File: src/rtl/ring_phase_decoder_if.sv
// ring_phase_decoder_if: ring sample inputs and decoded phase outputs of the ring phase decoder
interface ring_phase_decoder_if #(
  parameter int N = 4,
  parameter int IDXW = 2,
  parameter int REVW = 8
);
  logic en;
  logic [N-1:0] ring;
  logic err_clr;
  logic [IDXW-1:0] idx;
  logic valid;
  logic rev_tick;
  logic [REVW-1:0] rev_count;
  logic err;
  logic [1:0] state;
  modport master (
    output en, ring, err_clr,
    input idx, valid, rev_tick, rev_count, err, state
  );
  modport slave (
    input en, ring, err_clr,
    output idx, valid, rev_tick, rev_count, err, state
  );
endinterface

File: src/rtl/ring_phase_decoder.sv
// ring_phase_decoder: turns a one-hot ring counter into a phase index, revolution count and sticky step-fault flag
module ring_phase_decoder #(
  parameter int N = 4,
  parameter int IDXW = 2,
  parameter int REVW = 8
) (
  input logic clk,
  input logic reset_n,
  ring_phase_decoder_if.slave bus
);
  typedef enum logic [1:0] {SYNC = 2'd0, LOCK = 2'd1, FAULT = 2'd2} state_t;
  state_t st, st_n;
  logic [N-1:0] last, expected;
  logic last_en, one_hot, wrap;
  logic [IDXW-1:0] idx, idx_n, pos;
  logic valid, tick, tick_n, err, err_n;
  logic [REVW-1:0] cnt, cnt_n;
  // binary position of the hot bit in the current sample
  always_comb begin
    pos = '0;
    for (int i = 0; i < N; i++) if (bus.ring[i]) pos = IDXW'(i);
  end
  // where a healthy counter must be now, given what it showed and whether it was enabled
  always_comb begin
    expected = !last_en ? last : (last == '0 ? N'(1) : {last[N-2:0], last[N-1]});
    one_hot = (bus.ring != '0) && ((bus.ring & (bus.ring - 1'b1)) == '0);
    wrap = last_en & last[N-1] & bus.ring[0];
  end
  // lock/fault decisions and the next values of every registered output
  always_comb begin
    st_n = st;
    idx_n = idx;
    tick_n = 1'b0;
    cnt_n = cnt;
    err_n = err;
    case (st)
      SYNC:
        if (one_hot) begin
          st_n = LOCK;
          idx_n = pos;
        end else if (bus.ring != '0) begin
          st_n = FAULT;
          err_n = 1'b1;
        end
      LOCK:
        if (bus.ring == expected) begin
          idx_n = pos;
          tick_n = wrap;
          cnt_n = cnt + REVW'(wrap);
        end else begin
          st_n = FAULT;
          err_n = 1'b1;
        end
      FAULT:
        if (bus.err_clr) begin
          st_n = SYNC;
          err_n = 1'b0;
        end
      default: st_n = SYNC;
    endcase
  end
  // state, outputs and the previous sample, all cleared asynchronously
  always_ff @(posedge clk or negedge reset_n) begin
    if (!reset_n) begin
      st <= SYNC;
      idx <= '0;
      valid <= 1'b0;
      tick <= 1'b0;
      cnt <= '0;
      err <= 1'b0;
      last <= '0;
      last_en <= 1'b0;
    end else begin
      st <= st_n;
      idx <= idx_n;
      valid <= st_n == LOCK;
      tick <= tick_n;
      cnt <= cnt_n;
      err <= err_n;
      last <= bus.ring;
      last_en <= bus.en;
    end
  end
  assign bus.idx = idx;
  assign bus.valid = valid;
  assign bus.rev_tick = tick;
  assign bus.rev_count = cnt;
  assign bus.err = err;
  assign bus.state = st;
endmodule

File: src/flat_wrapper.sv
// flat-port wrapper written by rule: the top's interface ports become plain ports
module ring_phase_decoder_flat 
#(
  parameter int N = 4,
  parameter int IDXW = 2,
  parameter int REVW = 8
)
  (clk, reset_n, bus_en, bus_ring, bus_err_clr, bus_idx, bus_valid, bus_rev_tick, bus_rev_count, bus_err, bus_state);
  ring_phase_decoder_if #(.N(N), .IDXW(IDXW), .REVW(REVW)) bus_i ();
  input logic clk;
  input logic reset_n;
  input wire logic [$bits(bus_i.en)-1:0] bus_en;
  input wire logic [$bits(bus_i.ring)-1:0] bus_ring;
  input wire logic [$bits(bus_i.err_clr)-1:0] bus_err_clr;
  output wire logic [$bits(bus_i.idx)-1:0] bus_idx;
  output wire logic [$bits(bus_i.valid)-1:0] bus_valid;
  output wire logic [$bits(bus_i.rev_tick)-1:0] bus_rev_tick;
  output wire logic [$bits(bus_i.rev_count)-1:0] bus_rev_count;
  output wire logic [$bits(bus_i.err)-1:0] bus_err;
  output wire logic [$bits(bus_i.state)-1:0] bus_state;
  assign bus_i.en = bus_en;
  assign bus_i.ring = bus_ring;
  assign bus_i.err_clr = bus_err_clr;
  assign bus_idx = bus_i.idx;
  assign bus_valid = bus_i.valid;
  assign bus_rev_tick = bus_i.rev_tick;
  assign bus_rev_count = bus_i.rev_count;
  assign bus_err = bus_i.err;
  assign bus_state = bus_i.state;
  ring_phase_decoder #(.N(N), .IDXW(IDXW), .REVW(REVW)) u_core (.clk(clk), .reset_n(reset_n), .bus(bus_i));
endmodule
File: config.mk
export PLATFORM = sky130hd
export DESIGN_NAME = ring_phase_decoder_flat
export DESIGN_NICKNAME = d
export VERILOG_FILES = /design/src/rtl/ring_phase_decoder_if.sv /design/src/rtl/ring_phase_decoder.sv /design/src/flat_wrapper.sv
export SDC_FILE = /design/constraint.sdc
export NUM_CORES = 1
export LEC_CHECK = 0
export ABC_AREA = 1
export CAP_MARGIN = 20
export CORE_ASPECT_RATIO = 0.6
export CORE_UTILIZATION = 30
export DETAILED_ROUTE_END_ITERATION = 8
export GPL_ROUTABILITY_DRIVEN = 0
export PLACE_DENSITY = 0.62
export SLEW_MARGIN = 20
export SYNTH_ARGS = -nofsm -noshare
export SYNTH_HDL_FRONTEND = slang
export SYNTH_SLANG_ARGS = --single-unit
File: constraint.sdc
create_clock -name clk -period 1.6 [get_ports clk]
set_input_delay 0.32 -clock clk [delete_from_list [all_inputs] [get_ports clk]]
set_output_delay 0.32 -clock clk [all_outputs]
set_load 0.02 [all_outputs]
==> results of run 1 <==
power by group through the flow:
stage	Clock, W	Sequential [W]	Combinational, W
5_1_grt	0.000360	0.000665	0.000624
3_3_place_gp	0	0.000658	0.000533
4_1_cts	0.000340	0.000652	0.000529
3_5_place_dp	0	0.000661	0.000535
6_report	0.000326	0.000653	0.000567
2_1_floorplan	0	0.000750	0.000197
metal layers:
layer  share of wire (%)  GRT usage [%]
met1                  49           19.3
met2                  45           22.2
met3                 4.5           3.36
met4                0.84           4.36
met5                   0              0
cells by family after synthesis:
logic type | Yosys count | synth area share (%)
flip-flops | 20 | 46.9
AND/OR/NAND/NOR | 86 | 35.2
XOR/XNOR | 5 | 4.10
adder cells (fa/ha/maj) | 2 | 2.34
AO/OA/AOI/OAI | 7 | 3.28
buffers and inverters | 21 | 8.21
sequential cells by signal, summed over array words and instances (netlist names):
name                  flops
u_core.bus.state          2
u_core.last               4
u_core.bus.err            1
u_core.bus.rev_count      8
u_core.bus.rev_tick       1
u_core.last_en            1
u_core.bus.valid          1
u_core.bus.idx            2
how the worst max path moves through the flow:
stage | from | to | cells past startpoint
after global placement | bus_ring[0] | u_core.bus.rev_count[6]$_DFFE_PN0N_ | 9
after CTS | u_core.bus.rev_count[0]$_DFFE_PN0N_ | bus_rev_count[0] | 1
after global routing | u_core.last_en$_DFF_PN0_ | u_core.bus.rev_count[7]$_DFFE_PN0N_ | 10
after floorplan | u_core.last_en$_DFF_PN0_ | u_core.bus.rev_count[6]$_DFFE_PN0N_ | 8
final | u_core.last_en$_DFF_PN0_ | u_core.bus.rev_count[7]$_DFFE_PN0N_ | 10
after detailed placement | bus_ring[1] | u_core.bus.idx[1]$_DFFE_PN0P_ | 9
per-stage QoR:
step           TNS (ns)  power [W]  util, %  std cells  hold WS [ns]
2_1_floorplan         0   0.000948        -        141        0.0244
3_3_place_gp      -2.76    0.00119     42.6        218         0.458
3_5_place_dp      -3.08    0.00120     42.6        218         0.463
4_1_cts               0    0.00152     43.8        221         0.401
5_1_grt          -0.279    0.00165     47.8        225         0.283
6_report              0    0.00155     47.8        225         0.295
layout make-up:
type / count / area [sq um] / area share (%)
Timing Repair Buffer: 36 / 337 / 21.2
Clock buffer: 3 / 41.3 / 2.60
Sequential cell: 20 / 502 / 31.6
Inverter: 20 / 82.6 / 5.20
Tap cell: 45 / 56.3 / 3.54
Multi-Input combinational cell: 101 / 571 / 35.9
timing repair:
action                     in CTS  in global routing
setup endpoints to repair       7                 16
gates cloned                    0                  1
resized for setup               6                 35
pin swaps                       1                 10
buffers inserted                0                  3
cells in the final DEF (no fill, tap or decap), drive strengths merged:
cell type | synthesis | routed
buf | 1 | 14
dlygate4sd2 | 0 | 4
clkbuf | 0 | 3
or2 | 1 | 1
ha | 2 | 2
dlymetal6s2s | 0 | 5
o21ai | 6 | 6
a21oi | 1 | 1
nand3 | 14 | 15
nand4 | 4 | 4
nor3 | 1 | 1
nor2 | 7 | 7
clkdlybuf4s50 | 0 | 13
inv | 19 | 20
xor2 | 1 | 1
nand3b | 1 | 1
nand2 | 58 | 58
xnor2 | 4 | 4
dfrtp | 20 | 20
critical path, stage by stage (launching register included):
cell     delay [ns]
dfrtp_2        0.42
buf_4          0.14
nand3_2        0.08
inv_2          0.07
ha_4           0.14
nand3_1        0.11
inv_1          0.11
nand4_1        0.11
xor2_1         0.17
nand2_2        0.07
o21ai_2        0.05
==> out/metrics.cfg, run 1 <==
[status]
status = finished clean

[synthesis]
synth_top_area_share_pct = 46.9
synth_top_cell_by_area = dfrtp_1
yosysMostFrequentCell = nand2_1
syn_inst = 141
synthesis.nets = 151
synthesis.area_sq_um = 1070
synth_edf_count = 0
yosys_warnings = 0
syn_avg_cell_area_sq_um = 7.57
synthTopCellsByArea = dfrtp_1 47%, nand2_1 20%, inv_1 6.3%
synthDistinctLibCells = 21
ys.flop_type = dfrtp_1
yosysSeqAreaShare_pct = 46.9
synth_common_cells = 57 x nand2_1, 20 x dfrtp_1, 18 x inv_1
async_flop_share_pct = 100
synth-seq-cells = 20

[grt]
grt_overflow_total = 0
grt_usage_pct = 13.9
grt_pass1_vias = 874
grt_pass1_wl_um = 3950
antenna_found_initial = 0
grt_max_degree = 21

[floorplan]
die_height_um = 48.2
dieArea_sq_um = 3810
core.rowCount = 16
dieWidth_um = 79
core_sq_um = 3320
io_pins = 23
start_util_pct = 32.1

[power_and_ir_drop]
p_per_area_nw_per_um2 = 973
power.leakage_nw = 0.868
swShare_pct = 34.4
comb_power_share_pct = 36.7
pwr-share-seq_pct = 42.2
net-switching-power_w = 0.000532
internal_power_w = 0.00101
p_clk_share_pct = 21.1
max-vdd-ir-drop_mv = 0.476

[clock_network]
clk_pin_slew_ns = 0.07
htreeDepth = 1
cts_buffers = 3
clk_latency_ns = 0.26
cts_tree = yes
cts.sinks = 20
holdBufCountCts = 0
clock_path_buffers = 2
cts-root-buf = clkbuf_8

[hold_path]
holdCritPathClass = in2reg
whs_endpoint = u_core.last[1]$_DFF_PN0_
hold_depth = 1
min_from = bus_ring[1]

[route]
dr_total_vias = 1030
viasPerCell = 4.58
ant_nets = 0
drt-wirelength-per-cell_um = 11.7
drt_iter0_drc = 41
drtPass1Iterations = 4
drc = 0
drt_wl_total_um = 2620

[finish]
antenna_cells = 0
fillers = 333
area_growth_pct = 48.9
final_cell_area_sq_um = 1590
nets = 192
drive_gt1_share_pct = 23.9

[timing]
final_max_slew_viol_count = 0
rsz0062_at_grt = true
period_share_pct = 99.9
worstMarginPinSlew_ns = 0.473
max_freq_ghz = 0.626
fin_crit_ns = 1.60
setup_slack_ns = 0.00225
finalClockSkew_ns = 0.00135
slew_headroom_pct = 68.3
hold_viol = 0
setup_violations = 0

[placed_design]
place_area_sq_um = 1420
portBuffers = 22
pre_cts_slack_ns = -0.278
dpl.hpwl_um = 1750

[flow_run]
drv_cap = 0

[critical_path]
cp-end-kind = flop
r2r_end = u_core.bus.rev_count[7]$_DFFE_PN0N_
crit_path_start_kind = flop
worstPathArrival_ns = 1.75
crit_type = reg2reg
r2r_cells = 10
r2r-start = u_core.last_en$_DFF_PN0_
required_ns = 1.75
critPathMaxFanout = 5
reg2reg_setup_slack_ns = 0.002

Note: power is estimated with default switching activity, not from simulation.
==> inputs of run 2 (changes only) <==
- SKIP_LAST_GASP: not set -> 1
==> run 2 against run 1 <==
Against the previous run: first-iteration DRC count is the same; sequential power is essentially flat; flip-flop and latch count is the same; clock skew is the same; largest cell class unchanged; largest power group unchanged.
==> out/metrics.cfg, run 2 (same netlist as run 1, synthesis figures left out) <==
[finish]
final_common_cell = nand2_1  ; unchanged
largest_reg_flops = 8  ; unchanged
final_cell_mix = 50 x nand2_1, 19 x dfrtp_1, 15 x inv_1  ; was 50 x nand2_1, 19 x dfrtp_1, 14 x inv_1
area_growth_pct = 48.9  ; unchanged
nets = 192  ; unchanged
stdcell_count = 225  ; unchanged
fillers = 333  ; unchanged
drive_gt1_share_pct = 23.3  ; was 23.9%
antenna_cells = 0  ; unchanged

[placed_design]
portBuffers = 22  ; unchanged
dpl.hpwl_um = 1750  ; unchanged
pre_cts_slack_ns = -0.278  ; unchanged
place_inst = 218  ; unchanged

[critical_path]
r2r-start = u_core.last_en$_DFF_PN0_  ; unchanged
crit_path_start_kind = flop  ; unchanged
slowest_stage = dfrtp_2  ; unchanged
slowest_delay_ns = 0.42  ; about the same
critPathMaxFanout = 5  ; unchanged
cp-end-kind = flop  ; unchanged
crit_chain = buf_4 -> nand3_2 -> inv_2 -> ha_4 -> nand3_1 -> inv_1 -> nand4_1 -> xor2_1 -> nand2_2 -> o21ai_2  ; unchanged
worstPathBufferInverterCount = 3  ; unchanged
startpoint = u_core.last_en$_DFF_PN0_  ; unchanged
required_ns = 1.75  ; about the same
cp_top_family = flip-flops  ; unchanged
crit_type = reg2reg  ; unchanged
worstPathArrival_ns = 1.75  ; about the same

[grt]
grt_usage_pct = 13.9  ; unchanged
grt_max_degree = 21  ; unchanged
grt_pass1_vias = 874  ; unchanged
antenna_found_initial = 0  ; unchanged
grt_overflow_total = 0  ; unchanged
grt_pass1_wl_um = 3950  ; unchanged

[clock_network]
clock_path_buffers = 2  ; unchanged
cts-root-buf = clkbuf_8  ; unchanged
htreeDepth = 1  ; unchanged
cts_tree = yes  ; unchanged
clk_latency_ns = 0.26  ; about the same
cts_buffers = 3  ; unchanged
clk_pin_slew_ns = 0.07  ; about the same
holdBufCountCts = 0  ; unchanged
cts.sinks = 20  ; unchanged

[power_and_ir_drop]
finalPower_w = 0.00155  ; about the same
pwr-share-seq_pct = 42.2  ; about the same
p_clk_share_pct = 21.1  ; about the same
internal_power_w = 0.00101  ; about the same
swShare_pct = 34.4  ; about the same
power.leakage_nw = 0.869  ; was 0.868 nW
comb_power_share_pct = 36.7  ; about the same
p_per_area_nw_per_um2 = 972  ; was 973 nW/um^2
max-vdd-ir-drop_mv = 0.476  ; unchanged
net-switching-power_w = 0.000532  ; about the same

[timing]
fin_crit_ns = 1.60  ; unchanged
period_share_pct = 99.9  ; unchanged
final_max_slew_viol_count = 0  ; unchanged
setup_slack_ns = 0.00225  ; unchanged
setup_violations = 0  ; unchanged
hold_viol = 0  ; unchanged
max_freq_ghz = 0.626  ; unchanged
finalClockSkew_ns = 0.00135  ; unchanged
slew_headroom_pct = 68.3  ; unchanged
rsz0062_at_grt = true  ; unchanged
worstMarginPinSlew_ns = 0.473  ; unchanged

[route]
drt_wl_total_um = 2620  ; unchanged
dr_total_vias = 1030  ; unchanged
viasPerCell = 4.58  ; unchanged
ant_nets = 0  ; unchanged
drtPass1Iterations = 4  ; unchanged
drt_iter0_drc = 41  ; unchanged
drc = 0  ; unchanged
drt-wirelength-per-cell_um = 11.7  ; unchanged

[floorplan]
die_height_um = 48.2  ; unchanged
start_util_pct = 32.1  ; unchanged
core_sq_um = 3320  ; unchanged
core.rowCount = 16  ; unchanged
io_pins = 23  ; unchanged
dieWidth_um = 79  ; unchanged
dieArea_sq_um = 3810  ; unchanged

[flow_run]
drv_cap = 0  ; unchanged

[status]
status = finished clean  ; unchanged

[hold_path]
min_from = bus_ring[1]  ; unchanged
holdCritPathClass = in2reg  ; unchanged

run 2: timing repair:
item / 4_1_cts / 5_1_grt
pin swaps: 1 / 10
setup buffers: 0 / 3
cloned: 0 / 1
endpoints found under the setup margin: 7 / 16
gates resized for setup: 6 / 34
run 2: power groups by stage:
| stage | registers [W] | clock network [W] | logic (W) |
|---|---|---|---|
| after floorplan | 0.000750 | 0 | 0.000197 |
| after global placement | 0.000658 | 0 | 0.000533 |
| after detailed placement | 0.000661 | 0 | 0.000535 |
| after CTS | 0.000652 | 0.000340 | 0.000529 |
| after global routing | 0.000665 | 0.000360 | 0.000624 |
| final | 0.000653 | 0.000326 | 0.000566 |
run 2: worst paths after layout:
path	endpoint	slack (ns)	depth (start not counted)
min in group asynchronous	u_core.last[2]$_DFF_PN0_	0.39	2
max	u_core.bus.rev_count[7]$_DFFE_PN0N_	0.002	10
min reg2reg	u_core.bus.err$_DFFE_PN0P_	0.47	2
max in group asynchronous	u_core.last_en$_DFF_PN0_	0.98	2
min	u_core.last[1]$_DFF_PN0_	0.30	1
max reg2reg	u_core.bus.rev_count[7]$_DFFE_PN0N_	0.002	10
run 2: final cells by class:
cell class	count	area, sq um	area share (%)
multi-input combinational	101	571	35.9
sequential	20	502	31.6
timing repair buffer	36	337	21.2
inverter	20	82.6	5.20
tap	45	56.3	3.54
clock buffer	3	41.3	2.60
run 2: stage by stage:
stage / instance area, sq um / utilization, % / TNS [ns] / hold WS (ns)
2_1_floorplan: 1070 / - / 0 / 0.0244
4_1_cts: 1450 / 43.8 / 0 / 0.401
3_5_place_dp: 1420 / 42.6 / -3.08 / 0.463
5_1_grt: 1590 / 47.8 / -0.302 / 0.283
6_report: 1590 / 47.8 / 0 / 0.295
3_3_place_gp: 1420 / 42.6 / -2.76 / 0.458
run 2: per-layer routing:
layer | wire length, um | global-route usage [%]
met5 | 0 | 0
met4 | 22 | 4.36
met3 | 119 | 3.36
met2 | 1190 | 22.2
met1 | 1290 | 19.3
==> inputs of run 3 (changes only) <==
- ABC_AREA: 1 -> not set
==> run 3 against run 2 <==
Against the previous run: the flow now finishes with violations (setup timing); critical path type unchanged; synthesized cell count down 32%; highest routed layer unchanged; global-route usage up 1.9 points; die area up 4.9%; largest cell class unchanged; critical endpoint is now u_core.bus.rev_count[1]$_DFFE_PN0N_; first-iteration DRC count down 29%; worst setup slack worse by 0.39 ns.
==> out/metrics.cfg, run 3 <==
[status]
status = finished, violations left  ; was finished clean
violations = setup timing

[synthesis]
synth_top_area_share_pct = 44.6  ; was 46.9%
syn_inst = 96  ; was 141
synth-seq-cells = 20  ; unchanged
synth_top_family_by_area = simple AND/OR/NAND/NOR gates  ; unchanged
yosys.area_share.simple_pct = 15.7  ; was 35.2%
async_flop_share_pct = 100  ; unchanged
synth_compound_area_share_pct = 11.0  ; was 3.28%
synth_xor_xnor_area_share_pct = 9.26  ; was 4.10%
yosys.area_share.adder_pct = 4.02  ; was 2.34%
synthTopCellsByArea = dfrtp_1 45%, xor2_1 7.0%, mux2i_1 4.5%  ; was dfrtp_1 47%, nand2_1 20%, inv_1 6.3%
synthDistinctLibCells = 34  ; was 21
synth_top_cell_by_area = dfrtp_1  ; unchanged
synth_common_cells = 20 x dfrtp_1, 9 x xor2_1, 8 x nor2_1  ; was 57 x nand2_1, 20 x dfrtp_1, 18 x inv_1
synthesis.area_sq_um = 1120  ; was 1070 sq um
yosys_warnings = 0  ; unchanged
yosysMostFrequentCell = dfrtp_1  ; was nand2_1
synth_edf_count = 0  ; unchanged
synthesis.nets = 106  ; was 151
syn_avg_cell_area_sq_um = 11.7  ; was 7.57 sq um
ys.flop_type = dfrtp_1  ; unchanged
yosysSeqAreaShare_pct = 44.6  ; was 46.9%
synth_mux_area_share_pct = 7.81  ; was 0%

[timing]
max_freq_ghz = 0.502  ; was 0.626 GHz
setup_slack_ns = -0.390  ; was 0.00225 ns
slew_headroom_pct = 56.6  ; was 68.3%
period_share_pct = 124  ; was 99.9%
finalClockSkew_ns = 0.0135  ; was 0.00135 ns
tns_ns = -4.38  ; was 0 ns
fin_crit_ns = 1.99  ; was 1.60 ns
worstMarginPinSlew_ns = 0.649  ; was 0.473 ns
setup_violations = 15  ; was 0
final_max_slew_viol_count = 0  ; unchanged
hold_viol = 0  ; unchanged
rsz0062_at_grt = true  ; unchanged

[clock_network]
clk_pin_slew_ns = 0.08  ; was 0.07 ns
cts-root-buf = clkbuf_8  ; unchanged
cts_buffers = 3  ; unchanged
clock_path_buffers = 2  ; unchanged
cts.sinks = 20  ; unchanged
holdBufCountCts = 0  ; unchanged
clk_latency_ns = 0.27  ; was 0.26 ns
cts_tree = yes  ; unchanged
htreeDepth = 1  ; unchanged

[power_and_ir_drop]
power.leakage_nw = 0.867  ; was 0.869 nW
p_per_area_nw_per_um2 = 1060  ; was 972 nW/um^2
max-vdd-ir-drop_mv = 0.596  ; was 0.476 mV

[flow_run]
drv_cap = 0  ; unchanged

[grt]
antenna_found_initial = 0  ; unchanged
grt_max_degree = 21  ; unchanged
grt_usage_pct = 15.8  ; was 13.9%
grt_pass1_vias = 920  ; was 874
grt_overflow_total = 0  ; unchanged
grt_pass1_wl_um = 4600  ; was 3950 um

[floorplan]
dieWidth_um = 80.9  ; was 79 um
io_pins = 23  ; unchanged
core.rowCount = 16  ; unchanged
dieArea_sq_um = 3990  ; was 3810 sq um
die_height_um = 49.4  ; was 48.2 um
core_sq_um = 3400  ; was 3320 sq um
start_util_pct = 32.9  ; was 32.1%

[placed_design]
pre_cts_slack_ns = -0.722  ; was -0.278 ns
place_inst = 176  ; was 218
portBuffers = 22  ; unchanged
dpl.hpwl_um = 1860  ; was 1750 um
place_area_sq_um = 1480  ; was 1420 sq um

[critical_path]
crit_path_start_kind = flop  ; unchanged
startpoint = u_core.last_en$_DFF_PN0_  ; unchanged
critPathMaxFanout = 6  ; was 5
crit_chain = mux2_4 -> o21a_1 -> o2111ai_4 -> buf_4 -> nor2_4 -> mux2_2  ; was buf_4 -> nand3_2 -> inv_2 -> ha_4 -> nand3_1 -> inv_1 -> nand4_1 -> xor2_1 -> nand2_2 -> o21ai_2
r2r_cells = 6  ; was 10
cp-end-kind = flop  ; unchanged
slowest_stage = dfrtp_2  ; unchanged
r2r-start = u_core.last_en$_DFF_PN0_  ; unchanged
required_ns = 1.76  ; was 1.75 ns
crit_type = reg2reg  ; unchanged
slowest_delay_ns = 0.48  ; was 0.42 ns
worstPathArrival_ns = 2.15  ; was 1.75 ns

[finish]
seqCellArea_sq_um = 505  ; was 502 sq um
multiInputGateArea_sq_um = 668  ; was 571 sq um
final_common_cell = buf_4  ; was nand2_1
largest_reg_flops = 8  ; unchanged
antenna_cells = 0  ; unchanged
final_cell_mix = 24 x buf_4, 16 x dfrtp_1, 11 x dlygate4sd2_1  ; was 50 x nand2_1, 19 x dfrtp_1, 15 x inv_1
area_growth_pct = 55.7  ; was 48.9%
drive_gt1_share_pct = 40.6  ; was 23.3%
final_cell_area_sq_um = 1750  ; was 1590 sq um
stdcell_count = 188  ; was 225
fillers = 304  ; was 333
nets = 154  ; was 192

[route]
ant_nets = 0  ; unchanged
drc = 0  ; unchanged
drt_wl_total_um = 2830  ; was 2620 um
drtPass1Iterations = 4  ; unchanged
viasPerCell = 4.79  ; was 4.58
dr_total_vias = 901  ; was 1,030
drt-wirelength-per-cell_um = 15.1  ; was 11.7 um
drt_iter0_drc = 29  ; was 41

[hold_path]
holdCritPathClass = in2async  ; was in2reg

run 3: cell count changes after synthesis, moves of 4 or more:
cell     change
nand2_1     -53
inv_1       -12
nand3_1      -9
xor2_1       +8
mux2i_1      +5
nor3_1       +5
nand4_1      -4
run 3: critical path: cells and delay by family (launching register included):
kind,cells,cell delay [ns]
AO/OA/AOI/OAI,2,0.58
flip-flops,1,0.48
buffers and inverters,1,0.19
AND/OR/NAND/NOR,1,0.04
multiplexers,2,0.60
run 3: cells by family after synthesis:
family                   after synthesis
AND/OR/NAND/NOR                       30
flip-flops                            20
AO/OA/AOI/OAI                         12
XOR/XNOR                              11
buffers and inverters                 11
multiplexers                           8
adder cells (fa/ha/maj)                4
run 3: final cells by class:
type	count	area share (%)
repair buffers	48	24.2
clock inverters	1	1.72
multi-input cells	65	38.3
flip-flops and latches	20	29.0
clock buffers	3	2.37
well taps	45	3.23
inverters	6	1.29
run 3: what timing repair did:
item	CTS	global route
pin swaps	4	4
gates resized for setup	23	21
endpoints found under the hold margin	0	0
setup endpoints to repair	23	20
buffers inserted	4	4
run 3: stage by stage:
step / power (W) / util [%] / hold WS [ns]
final: 0.00185 / 51.3 / 0.385
after global routing: 0.00198 / 51.3 / 0.416
after CTS: 0.00181 / 47.5 / 0.400
after detailed placement: 0.00128 / 43.5 / 0.462
after global placement: 0.00127 / 43.5 / 0.456
after floorplan: 0.00101 / - / 0.0244
run 3: report_power, final:
group | leakage (nW) | total, W | internal, W | switching, W
clock network | 0.0357 | 0.000512 | 0.000334 | 0.000178
logic | 0.581 | 0.000670 | 0.000315 | 0.000355
registers | 0.250 | 0.000672 | 0.000587 | 0.0000852
run 3: final timing paths:
kind / slack (ns) / to
min in group clk: 0.46 / u_core.bus.rev_count[7]$_DFFE_PN0N_
setup / recovery: -0.39 / u_core.bus.rev_count[1]$_DFFE_PN0N_
hold / removal: 0.39 / u_core.bus.valid$_DFF_PN0_
hold reg to reg: 0.46 / u_core.bus.rev_count[7]$_DFFE_PN0N_
setup reg to reg: -0.39 / u_core.bus.rev_count[1]$_DFFE_PN0N_
max in group asynchronous: 0.96 / u_core.last_en$_DFF_PN0_
run 3: per-layer routing:
metal | vias up | GRT usage, % | wire (um)
li1 | 431 | - | -
met1 | 450 | 21.8 | 1340
met2 | 18 | 23.8 | 1350
met3 | 2 | 5.98 | 128
met4 | 0 | 2.38 | 8
met5 | - | 0 | 0
